[src/rtl/isr_pipe_ctrl.sv]
// isr_pipe_ctrl: iterative restoring integer square root with valid/ready
// handshakes. One result bit per cycle, MSB first, using one shared
// WIDTH-bit squarer. Optional remainder output enabled by the macro
// ISR_REMAINDER_EN (remainder = value - result*result, HALF+1 bits).
module isr_pipe_ctrl #(
    parameter int WIDTH = 64
) (
    input  logic                 clock,
    input  logic                 reset,
    input  logic                 in_valid,
    output logic                 in_ready,
    input  logic [WIDTH-1:0]     value,
    output logic                 out_valid,
    input  logic                 out_ready,
    output logic [WIDTH/2-1:0]   result
`ifdef ISR_REMAINDER_EN
    ,
    output logic [WIDTH/2:0]     remainder
`endif
);

    localparam int HALF  = WIDTH / 2;
    localparam int IDX_W = (HALF > 1) ? $clog2(HALF) : 1;

    typedef enum logic [1:0] {IDLE, COMPUTE, DONE} state_t;

    state_t             state;
    logic [WIDTH-1:0]   value_q;
    logic [IDX_W-1:0]   bit_idx;
    logic [HALF-1:0]    trial;
    logic [WIDTH-1:0]   trial_sq;
    logic               trial_ok;

    // Full-width unsigned square; (2^HALF-1)^2 always fits in WIDTH bits.
    function automatic logic [WIDTH-1:0] square(input logic [HALF-1:0] x);
        logic [WIDTH-1:0] xw;
        xw = {{HALF{1'b0}}, x};
        return xw * xw;
    endfunction

    // Trial value for the current bit and its acceptance test.
    always_comb begin
        trial    = result | (HALF'(1) << bit_idx);
        trial_sq = square(trial);
        trial_ok = (trial_sq <= value_q);
    end

    // Control FSM with registered handshake outputs and result accumulator.
    always_ff @(posedge clock) begin
        if (reset) begin
            state     <= IDLE;
            in_ready  <= 1'b1;
            out_valid <= 1'b0;
            result    <= '0;
            value_q   <= '0;
            bit_idx   <= '0;
        end else begin
            case (state)
                IDLE: begin
                    if (in_valid) begin
                        value_q  <= value;
                        result   <= '0;
                        bit_idx  <= IDX_W'(HALF - 1);
                        in_ready <= 1'b0;
                        state    <= COMPUTE;
                    end
                end
                COMPUTE: begin
                    if (trial_ok) begin
                        result <= trial;
                    end
                    if (bit_idx == '0) begin
                        out_valid <= 1'b1;
                        state     <= DONE;
                    end else begin
                        bit_idx <= bit_idx - IDX_W'(1);
                    end
                end
                DONE: begin
                    // in_ready stays low here, so no accept can overlap a drain.
                    if (out_ready) begin
                        out_valid <= 1'b0;
                        in_ready  <= 1'b1;
                        state     <= IDLE;
                    end
                end
                default: begin
                    state     <= IDLE;
                    in_ready  <= 1'b1;
                    out_valid <= 1'b0;
                end
            endcase
        end
    end

`ifdef ISR_REMAINDER_EN
    // Running square of the accepted result; only the low HALF+1 bits matter
    // because the final remainder never exceeds 2*result.
    logic [HALF:0] sq_q;

    // Track result^2 and register the remainder on the final COMPUTE cycle.
    always_ff @(posedge clock) begin
        if (reset) begin
            sq_q      <= '0;
            remainder <= '0;
        end else if (state == IDLE && in_valid) begin
            sq_q <= '0;
        end else if (state == COMPUTE) begin
            if (trial_ok) begin
                sq_q <= trial_sq[HALF:0];
            end
            if (bit_idx == '0) begin
                remainder <= value_q[HALF:0] - (trial_ok ? trial_sq[HALF:0] : sq_q);
            end
        end
    end
`else
    // No remainder state in this build.
`endif

endmodule

[config.mk]
export PLATFORM = sky130hd
export DESIGN_NAME = isr_pipe_ctrl
export DESIGN_NICKNAME = d
export VERILOG_FILES = /design/src/rtl/isr_pipe_ctrl.sv
export SDC_FILE = /design/constraint.sdc
export NUM_CORES = 2
export LEC_CHECK = 0
export ABC_AREA = 1
export CORE_MARGIN = 2
export CORE_UTILIZATION = 65
export CTS_BUF_LIST = sky130_fd_sc_hd__clkbuf_8 sky130_fd_sc_hd__clkbuf_16
export CTS_CLUSTER_DIAMETER = 150
export CTS_CLUSTER_SIZE = 8
export DETAILED_ROUTE_END_ITERATION = 8
export PLACE_DENSITY = 0.9
export SYNTH_ARGS = -nofsm -noshare
export SYNTH_HDL_FRONTEND = slang
export SYNTH_SLANG_ARGS = --single-unit
[constraint.sdc]
create_clock -name clock -period 18.13 [get_ports clock]
set_input_delay 4.5325 -clock clock [delete_from_list [all_inputs] [get_ports clock]]
set_output_delay 4.5325 -clock clock [all_outputs]
set_load 0.02 [all_outputs]
### Word-level counts from Yosys, hierarchy flattened

Index checks and enable logic that the tools add are counted.

* flip-flop bits (word level): 105
* bits of input ports: 68
* output and inout port bits: 34
* logic and storage cells: 45

* add/sub/neg operators: 1
* multiply operators: 1
* magnitude comparators: 1
* eq/ne operators: 7
* shifts and indexed selects: 1
* multiplexer cells: 16
* bitwise operators: 3
* reduce and logical (&&, ||, !) cells: 9

Operators by type and width (count)
* $le A64 B64 Y1: 1
* $mul A32 B32 Y64: 1
* $mux W32: 2
* $pmux W32 S2: 1
* $or A32 B32 Y32: 1
* $shl A1 B5 Y32 const A: 1
* $reduce_and A3 Y1: 5
* $mux W5: 2
* $ne A2 B2 Y1 const B: 5
* $pmux W5 S2: 1
* $mux W2: 3
* $pmux W1 S3: 2
* $pmux W2 S3: 1
* $logic_not A5 Y1: 1
* $sub A5 B1 Y5 const B: 1
* $mux W1: 4
* $eq A2 B1 Y1 const B: 1
* $eq A2 B2 Y1 const B: 1
* $logic_not A2 Y1: 1
* $not A1 Y1: 2
* $reduce_and A2 Y1: 1
* $reduce_bool A2 Y1: 1

### Longest topological paths before layout

* depth in word-level cells: 6
* depth in mapped cells: 56
* gate-level depth less buffers: 54

### Least setup slack after synthesis

OpenSTA, ideal clock, no wires.

* path type: register -> register
* start: register bit_idx[0]
* end: register result[17]
* library setup time: 0.115 ns
* arrival: 8.435 ns
* path slack: 9.580 ns
* cell stages (with the launch flop): 48
* buffers on the path: 3
* clock period less this slack: 8.550 ns
* cells stage by stage: dfxtp_1 -> inv_1 -> ha_1 -> inv_1 -> nor3_2 -> a21oi_1 -> inv_1 -> buf_4 -> buf_4 -> nand2_1 -> inv_1 -> fa_1 -> fa_1 -> inv_1 -> fa_1 -> fa_1 -> inv_1 -> fa_1 -> (+12 left out) -> nand2_1 -> inv_1 -> nor2_1 -> nand2_1 -> nand2_1 -> ha_1 -> nand2_1 -> nor3_2 -> nand4_1 -> nor2_1 -> nand2_1 -> nand2_1 -> nand2_1 -> nand2_2 -> buf_4 -> nand3_1 -> nand2_1 -> nor2_1

* longest elaborated chain between the ends: 6
* elaborated cells between the ends (all ways): 8
* those cells by class: mul (1); order compare (1); eq/ne (1); shift (1); mux (2); bitwise (1); reduce/logical (1)

RTL lines
* start: declaration: line 29 `logic [IDX_W-1:0] bit_idx;`
* start signal: assignment: line 63 `bit_idx <= IDX_W'(HALF - 1);`
* start signal: assignment: line 76 `bit_idx <= bit_idx - IDX_W'(1);`
* $shl A1 B5 Y32 *: line 43 `trial = result | (HALF'(1) << bit_idx);`
* $or A32 B32 Y32 *: line 43
* $mul A32 B32 Y64: line 38 `return xw * xw;`
* $le A64 B64 Y1: line 45 `trial_ok = (trial_sq <= value_q);`
* $ne A2 B2 Y1 (no source line)
* $reduce_and A3 Y1 (no source line)
* end signal: assignment: line 70 `result <= trial;`
* end: declaration: line 15 `output logic [WIDTH/2-1:0] result`

Mark *: on every way between the ends. The rest lies on a longest branch, timed or not. The select of a mux whose other input is x is not followed.
A chain may end at the register's enable or synchronous reset.

### Worst setup path after layout

* start: register bit_idx[4]
* end: register result[3]

Same word-level chain as after synthesis.

==> results.sh <==
export IMPL_postCtsSetupBuffers=0
export IMPL_die_h_um=241
export IMPL_rsz0062_at_grt="no"
export IMPL_required_ns=18.41
export IMPL_hold_path_end="value_q[53]"
export IMPL_cts_sinks=105
export IMPL_synth_top_area_share_pct=43.3
export IMPL_vias=29873
export IMPL_final_common_cell="inv_1"
export IMPL_tightest_slew_ns=1.26
export IMPL_r2r_start="bit_idx[4]"
export IMPL_slew_headroom_pct=16.1
export IMPL_grt_max_degree=108
export IMPL_synthCells=4561
export IMPL_ctsLongestPathBuffers=2
export IMPL_crit_slowest_cell="o21ai_2"
export IMPL_place_inst=5306
export IMPL_r2r_end="result[3]"
export IMPL_gp_routability_congestion=1.00
export IMPL_layout_drive_gt1_share_pct=2.38
export IMPL_antenna_found_initial=0
export IMPL_coreArea_um2=55300
export IMPL_layout_nets=5780
export IMPL_postLayoutCellArea_um2=38300
export IMPL_crit_type="flip-flop to flip-flop"
export IMPL_max_cap_violations=0
export IMPL_slew_violations=0
export IMPL_worstSetupStartpointType="flip-flop"
export IMPL_die_w_um=241
export IMPL_area_delta_synth_final_pct=5.01
export IMPL_run_status="complete, no violations"
export IMPL_cts_clk_slew_worst_paths_ns=0.08
export IMPL_fin_util_pct=69.2
export IMPL_worstPathArrival_ns=12.03
export IMPL_min_period_ns=11.74
export IMPL_fillers=4220
export IMPL_fin_setup_tns_ns=0
export IMPL_detail_route_iter0_violations=2777
export IMPL_finClkSkew_ns=0.0221
export IMPL_ys_seq_area_share_pct=5.76
export IMPL_viasPerCell=5.61
export IMPL_min_delay_start="value_q[53]"
export IMPL_synth_top_area_cell="fa_1"
export IMPL_cts_hold_buf=0
export IMPL_diodes=0
export IMPL_synthTopCellsByArea="fa_1, inv_1, ha_1"
export IMPL_hold_path_depth=2
export IMPL_numPortBuffers=101
export IMPL_numCtsBuffers=9
export IMPL_synth_cell_types=47
export IMPL_synth_seq_cells=105
export IMPL_synth_area_um2=36500
export IMPL_hold_violations=0
export IMPL_yosys_warnings=0
export IMPL_wl_per_cell_um=19.4
export IMPL_drc=0
export IMPL_detail_route_antenna_nets=0
export IMPL_slowest_delay_ns=1.01
export IMPL_min_delay_path_class="flip-flop to flip-flop"
export IMPL_rows=86
export IMPL_first_global_vias=32315
export IMPL_htree_levels=3
export IMPL_cts_tree="done"
export IMPL_fin_cells=5322
export IMPL_critPathMaxFanout=64
export IMPL_postPlaceCellArea_um2=38000
export IMPL_finalSetupViolCount=0
export IMPL_avgSynthCellArea_um2=8.00
export IMPL_grt_overflow=0
export IMPL_cp_end_kind="flip-flop"
export IMPL_clock_latency_ns=0.41
export IMPL_synth_nets=5772
export IMPL_crit_top_cell="nand2_1"
export IMPL_hpwl_um=84400
export IMPL_drt_total_wl_um=103000
export IMPL_grtUsageTotal_pct=38.0
export IMPL_dr_pass1_iters=8
export IMPL_root_buffer="clkbuf_16"
export IMPL_rrSetupSlack_ns=6.39
export IMPL_ios=102
export IMPL_post_cts_resized=0
export IMPL_initial_core_util_pct=65.9
export IMPL_final_cell_mix="inv_1, nand2_1, fa_1, ha_1, nor2_1"
export IMPL_grt_first_pass_wirelength_um=168000
export IMPL_fmax_mhz=85.2
export IMPL_r2r_cells=41
export IMPL_die_area_um2=58000
export IMPL_finalCritPeriodShare_pct=64.8
Yosys cell counts, drive strengths merged:
cell type / n
a21boi: 4
o41ai: 1
a211oi: 1
o2111ai: 2
nand2: 821
a31oi: 18
a21o: 23
nor3b: 1
nor4: 4
buf: 92
clkinv: 1
fa: 789
a221oi: 1
xnor2: 16
o21bai: 29
nor3: 25
o21ai: 122
a31o: 9
inv: 1437
ha: 354
dfxtp: 105
nand4: 16
a21oi: 210
o211ai: 6
nand3b: 2
o21a: 3
nor2: 269
and2b: 1
nand3: 91
nor2b: 1
clkbuf: 42
xor2: 65
registers in the layout, indices dropped and copies added, names as in the netlist:
| register | cells |
|---|---|
| state | 2 |
| bit_idx | 5 |
| in_ready | 1 |
| result | 32 |
| out_valid | 1 |
| value_q | 64 |
through the flow:
stage / setup slack [ns] / hold WS, ns
after floorplan: 9.58 / 0.435
after global placement: 7.23 / 0.450
after detailed placement: 6.73 / 0.458
after CTS: 6.66 / 0.470
after global routing: 5.87 / 0.488
final: 6.39 / 0.467
kinds of logic (layout without fill, tap and decap cells):
kind of cell             Yosys count  count (layout)  synth area share (%)
flip-flops                       105             105                  5.76
XOR/XNOR                          81              81                  1.95
AND/OR/NAND/NOR                 1231            1231                  13.4
AO/OA/AOI/OAI                    429             429                  6.75
adder cells (fa/ha/maj)         1143            1143                  55.5
buffers and inverters           1572            1585                  16.7
final cells by class:
cell class | count | area (µm²) | share of cell area [%]
clock inverters | 7 | 88.8 | 0.232
well taps | 748 | 936 | 2.44
flip-flops and latches | 105 | 2100 | 5.49
repair buffers | 131 | 1240 | 3.23
inverters | 1438 | 5400 | 14.1
multi-input cells | 2884 | 28300 | 73.9
clock buffers | 9 | 225 | 0.588
layer usage:
layer | track usage, % | routed length (µm)
met1 | 46.4 | 36400
met2 | 60.0 | 47200
met3 | 10.7 | 12100
met4 | 23.6 | 7840
met5 | 0 | 0
critical path: cells and delay by family, from the launching register on:
family | cells | cell delay, ns
buffers and inverters | 9 | 1.27
DFF | 1 | 0.76
and+or+nand+nor | 21 | 3.70
adders and majority gates | 10 | 4.78
AOI/OAI and AO/OA | 1 | 1.01
worst max path at each step:
stage / startpoint / slack (ns) / cells after the start / endpoint
detailed placement: bit_idx[4] / 6.73 / 41 / result[3]
floorplan: bit_idx[0] / 9.58 / 47 / result[17]
CTS: bit_idx[4] / 6.66 / 41 / result[3]
global placement: bit_idx[4] / 7.23 / 41 / result[1]
global route: bit_idx[4] / 5.87 / 41 / result[17]
finish: bit_idx[4] / 6.39 / 41 / result[3]
Power is not shown: default switching activity piles up to over one toggle a cycle in this logic, so the estimate is an artifact.
